$ cat src/rtl/regfile_pkg.sv
// rtl/regfile_pkg.sv - shared constants and popcount helper for mips_regfile_mp
package regfile_pkg;

  localparam int DW_DEF    = 32;
  localparam int AW_DEF    = 5;
  localparam int NRD_DEF   = 2;
  localparam int ZERO_ADR  = 0;
  // Widest register file the popcount helper covers (AW up to 8).
  localparam int MAX_DEPTH = 256;

  function automatic logic [8:0] popcount(input logic [MAX_DEPTH-1:0] v);
    logic [8:0] cnt;
    cnt = '0;
    for (int i = 0; i < MAX_DEPTH; i++) begin
      cnt = cnt + 9'(v[i]);
    end
    return cnt;
  endfunction

endpackage

$ cat src/rtl/regfile_scoreboard.sv
// rtl/regfile_scoreboard.sv - pending-write bits, PendCnt and per-port RBusy
module regfile_scoreboard
  import regfile_pkg::*;
#(
  parameter int AW       = AW_DEF,
  parameter int NRD      = NRD_DEF,
  parameter int ZERO_REG = 1
) (
  input  logic              Clk,
  input  logic              Rst,
  input  logic              WE,
  input  logic [AW-1:0]     WAdr,
  input  logic              IssueEn,
  input  logic [AW-1:0]     IssueAdr,
  input  logic              Flush,
  input  logic [NRD*AW-1:0] RAdr,
  output logic [NRD-1:0]    RBusy,
  output logic [AW:0]       PendCnt
);

  localparam int DEPTH = 2 ** AW;
  localparam logic [AW-1:0] ZADR = AW'(ZERO_ADR);

  logic [DEPTH-1:0] sb_q, sb_d;
  logic [AW:0]      pend_q, pend_d;

  // Set is applied after clear so a same-address issue keeps the bit owned.
  always_comb begin
    sb_d = sb_q;
    if (Flush) begin
      sb_d = '0;
    end else begin
      if (WE) sb_d[WAdr] = 1'b0;
      if (IssueEn && !(ZERO_REG != 0 && IssueAdr == ZADR)) sb_d[IssueAdr] = 1'b1;
    end
    pend_d = (AW+1)'(popcount(MAX_DEPTH'(sb_d)));
  end

  always_ff @(posedge Clk) begin
    if (Rst) begin
      sb_q   <= '0;
      pend_q <= '0;
    end else begin
      sb_q   <= sb_d;
      pend_q <= pend_d;
    end
  end

  assign PendCnt = pend_q;

  for (genvar g = 0; g < NRD; g++) begin : g_busy
    logic [AW-1:0] ra;
    assign ra = RAdr[g*AW +: AW];
    assign RBusy[g] = sb_q[ra] && !(WE && WAdr == ra) && !(ZERO_REG != 0 && ra == ZADR);
  end

endmodule

$ cat src/rtl/mips_regfile_mp.sv
// rtl/mips_regfile_mp.sv - multi-read-port register file with bypass; scoreboard under REGFILE_SCOREBOARD_EN
module mips_regfile_mp
  import regfile_pkg::*;
#(
  parameter int DW       = DW_DEF,
  parameter int AW       = AW_DEF,
  parameter int NRD      = NRD_DEF,
  parameter int ZERO_REG = 1
) (
  input  logic              Clk,
  input  logic              Rst,
  input  logic [NRD*AW-1:0] RAdr,
  output logic [NRD*DW-1:0] RData,
  input  logic              WE,
  input  logic [AW-1:0]     WAdr,
  input  logic [DW-1:0]     Din,
  input  logic              IssueEn,
  input  logic [AW-1:0]     IssueAdr,
  input  logic              Flush,
  output logic [NRD-1:0]    RBusy,
  output logic [AW:0]       PendCnt
);

  localparam int DEPTH = 2 ** AW;
  localparam logic [AW-1:0] ZADR = AW'(ZERO_ADR);

  logic [DW-1:0] mem_q [DEPTH];
  logic          wr_ok;

  assign wr_ok = WE && !(ZERO_REG != 0 && WAdr == ZADR);

  always_ff @(posedge Clk) begin
    if (Rst) begin
      for (int i = 0; i < DEPTH; i++) mem_q[i] <= '0;
    end else if (wr_ok) begin
      mem_q[WAdr] <= Din;
    end
  end

  for (genvar g = 0; g < NRD; g++) begin : g_rd
    logic [AW-1:0] ra;
    logic [DW-1:0] rd;
    assign ra = RAdr[g*AW +: AW];
    always_comb begin
      rd = mem_q[ra];
      if (wr_ok && WAdr == ra) rd = Din;
      if (ZERO_REG != 0 && ra == ZADR) rd = '0;
    end
    assign RData[g*DW +: DW] = rd;
  end

`ifdef REGFILE_SCOREBOARD_EN
  regfile_scoreboard #(
    .AW       (AW),
    .NRD      (NRD),
    .ZERO_REG (ZERO_REG)
  ) u_sb (
    .Clk      (Clk),
    .Rst      (Rst),
    .WE       (WE),
    .WAdr     (WAdr),
    .IssueEn  (IssueEn),
    .IssueAdr (IssueAdr),
    .Flush    (Flush),
    .RAdr     (RAdr),
    .RBusy    (RBusy),
    .PendCnt  (PendCnt)
  );
`else
  logic unused_sb_inputs;
  assign unused_sb_inputs = ^{IssueEn, IssueAdr, Flush};
  assign RBusy   = '0;
  assign PendCnt = '0;
`endif

endmodule
$ cat config.mk
export PLATFORM = sky130hd
export DESIGN_NAME = mips_regfile_mp
export DESIGN_NICKNAME = d
export VERILOG_FILES = /design/src/rtl/regfile_pkg.sv /design/src/rtl/regfile_scoreboard.sv /design/src/rtl/mips_regfile_mp.sv
export SDC_FILE = /design/constraint.sdc
export NUM_CORES = 2
export LEC_CHECK = 0
export CELL_PAD_IN_SITES_DETAIL_PLACEMENT = 0
export CELL_PAD_IN_SITES_GLOBAL_PLACEMENT = 1
export CORE_MARGIN = 2
export CORE_UTILIZATION = 45
export DETAILED_ROUTE_END_ITERATION = 7
export PLACE_DENSITY_LB_ADDON = 0.25
export SLEW_MARGIN = 30
export SYNTH_ARGS = -nofsm -noshare
export SYNTH_HDL_FRONTEND = slang
export SYNTH_HIERARCHICAL = 1
export SYNTH_SLANG_ARGS = --single-unit
$ cat constraint.sdc
create_clock -name Clk -period 2.6 [get_ports Clk]
set_clock_uncertainty 0.2 [all_clocks]
set_input_delay 0.26 -clock Clk [delete_from_list [all_inputs] [get_ports Clk]]
set_output_delay 0.26 -clock Clk [all_outputs]
set_load 0.02 [all_outputs]
==> impl_results.md <==
* Sw power at ~0.011 W
* Final Cycle Share at 127%
* Tightest Hold Check Type: input pin to flop
* Effective utilization at floorplan at a little under half
* VDD IR-drop max at 0.601 mV
* Logic pwr share at between 15 and 20%
* Layout cells sized above 1 at 35.6%
* Sequential power share at a little under half
* Count leader, synth: edfxtp_1
* Fin util at about 56%
* Post-synthesis cell type count at 70
* Worst Tran Pin Value at about 0.82 ns
* Power Density at slightly above 600 mW/mm²
* I/O Pins at 129
* CP Data Required Time at between 2 and 2.5 ns
* Cell Rows at 129
* Top cell type by total area after synthesis: edfxtp_1
* CTS sink cnt at roughly 1000
* Switch share at 26.6%
* Fin. max-slew vios at 0
* Warning count from the yosys run at 6
* Arrival time at the worst endpoint at 2.83 ns
* Cells after DPL at 5907
* Worst hold margin at 0.117 ns
* Highest clock rate at just over 300 MHz
* Synth Instances at 3926
* Max Cap Violations at 0
* Sequential area share after synthesis at between 50% and 60%
* Die height at 356 µm
* Slew margin rel. at between 40 and 50%
* Largest register FFs at 1024
* Largest cells by area after synthesis: edfxtp_1 (55%), mux4_2 (14%), and2_1 (11%)
* Initial antenna violation count at 19
* Fin cells at 6159
* Type of origin of the critical path: flop
* P&R area growth vs syn at 24.5%
* Pin count of the biggest net entering global routing at 64
* Slowest-stage cell, CP: mux4_4
* WL per Instance at 36.7 µm
* Failing checks: setup timing
* CTS tree: done
* Final hold violations at 0
* PortBufs at 113
* DRC at 0
* Gpl congestion at 0.967
* Tmin final at 3.29 ns
* Async SR Flop Fraction at 0%
* Num CTS Buffers at 112
* Overflow after GRT at 0
* P_int at between 0.03 and 0.04 W
* First-pass GRT wire length at 312 mm
* #FFs+latches synth at 1024
* Synth cell count leaders: edfxtp_1 (1024), and2_1 (962), mux4_2 (356)
* Detailed Route Iter0 Violations at 6584
* Top FF cell, synth: edfxtp_1
* Final ANT Viol Nets at 0
* Largest registers: mem_q (1024)
* Final HPWL DP at approximately 150 mm
* Crit-path cells: mux4_4, mux4_2, nor2b_4, a211o_1, buf_6
* Endpoints failing setup at 64
* Top-area cell type share of the netlist area at 55.1%
* Clock Tree Root: clkbuf_16
* Htree depth at 3
* Fin worst setup slack at -0.693 ns
* Final wirelength at 226 mm
* Routed vias at 40000
* Status: complete, but fails checks
* Core box area at roughly 0.12 mm²
* Clock Power Share at 37.5%
* Final layout net count at approximately 4500
* Largest register by flop count: mem_q
* Max FO, Critical Path at 2
* Vias in the first global route at 39600
* Critical path class: flop to output pin
* Drt first pass iters at 8
* Routed vias/inst at 6.50
* Fillers at between 9000 and 10000
* Die width at 356 µm
* Setup crit end kind: output pin
* Leak at 25.5 nW
* Number of synthesized flops with an enable pin at 1024
* Slowest stage delay, CP at approximately 0.62 ns
* Clock Pin Slew Worst Setup and Hold Paths at 0.06 ns
* Max clock buf depth at 3
* GR Util All Layers at 35.7%
* RSZ-0062 raised after global routing: true
* Mean Syn Cell Area at between 10 and 15 µm²
* Die outline area at 0.127 mm²
* Synthesized area at 0.0558 mm²
worst paths after layout:
path / from / to / cells after the start
worst max-delay path: mem_q[26][6] / RData[38] / 5
worst min-delay path: WAdr[4] / mem_q[2][0] / 4
kinds of logic after synthesis:
kind of cell           after synthesis  share of synthesized area (%)
XOR/XNOR                            10                          0.157
flip-flops                        1024                           55.1
AO/OA/AOI/OAI                      427                           5.76
AND/OR/NAND/NOR                   1297                           13.7
buffers and inverters              431                           3.68
other                                1                        0.00672
multiplexers                       736                           21.6
cells in the final DEF, fill, tap and decap left out, types with 40 or more instances in the layout:
master,instances
nand2_1,70
mux4_2,361
edfxtp_1,1024
buf_4,483
nor3_1,40
a21oi_1,57
mux2i_1,317
clkbuf_16,115
buf_6,69
a22oi_1,52
and2_1,961
buf_12,160
conb_1,40
stage by stage:
stage          cell area [µm²]  TNS [ns]  worst slack, ns  power (W)
2_1_floorplan            55900         0           0.0879     0.0230
3_5_place_dp             64000   -296.94            -1.13     0.0262
5_1_grt                  69400    -25.90           -0.717     0.0434
4_1_cts                  68900    -25.03           -0.731     0.0422
3_3_place_gp             64000   -278.30            -1.12     0.0262
6_report                 69400    -22.70           -0.693     0.0425
layout make-up:
| class | count | area (µm²) | area share [%] |
|---|---|---|---|
| multi-input cells | 2510 | 24800 | 35.7 |
| clock inverters | 71 | 598 | 0.861 |
| well taps | 1637 | 2050 | 2.95 |
| repair buffers | 765 | 8240 | 11.9 |
| flip-flops and latches | 1024 | 30700 | 44.3 |
| inverters | 4 | 15.0 | 0.0216 |
| clock buffers | 137 | 2960 | 4.26 |
| diodes | 11 | 27.5 | 0.0396 |
repair_timing:
item	4_1_cts	5_1_grt
gates cloned	3	0
buffers inserted	28	15
pin swaps	145	50
endpoints found under the setup margin	64	64
hold buffers	1	0
endpoints found under the hold margin	32	0
resized for setup	569	92
worst max-delay path: cells and delay by family (launching register included):
kind	cells	cell delay (ns)
simple gates	1	0.16
mux	2	1.16
buf+inv	1	0.14
flops	1	0.42
compound gates	1	0.23
power groups by stage:
stage	logic, W	registers [W]	clock network [W]
after floorplan	0.00332	0.0197	0
after global placement	0.00635	0.0198	0
after detailed placement	0.00635	0.0199	0
after CTS	0.00675	0.0195	0.0159
after global routing	0.00721	0.0196	0.0165
final	0.00703	0.0195	0.0159
metal layers:
layer,track usage (%),share of wire [%],vias to the layer above
met5,0,0.0088,-
met4,17.8,5.4,4
met3,9.61,13,599
met2,53.9,45,2898
met1,47.7,37,20500
li1,-,-,16000
(Power assumes the default switching activity.)
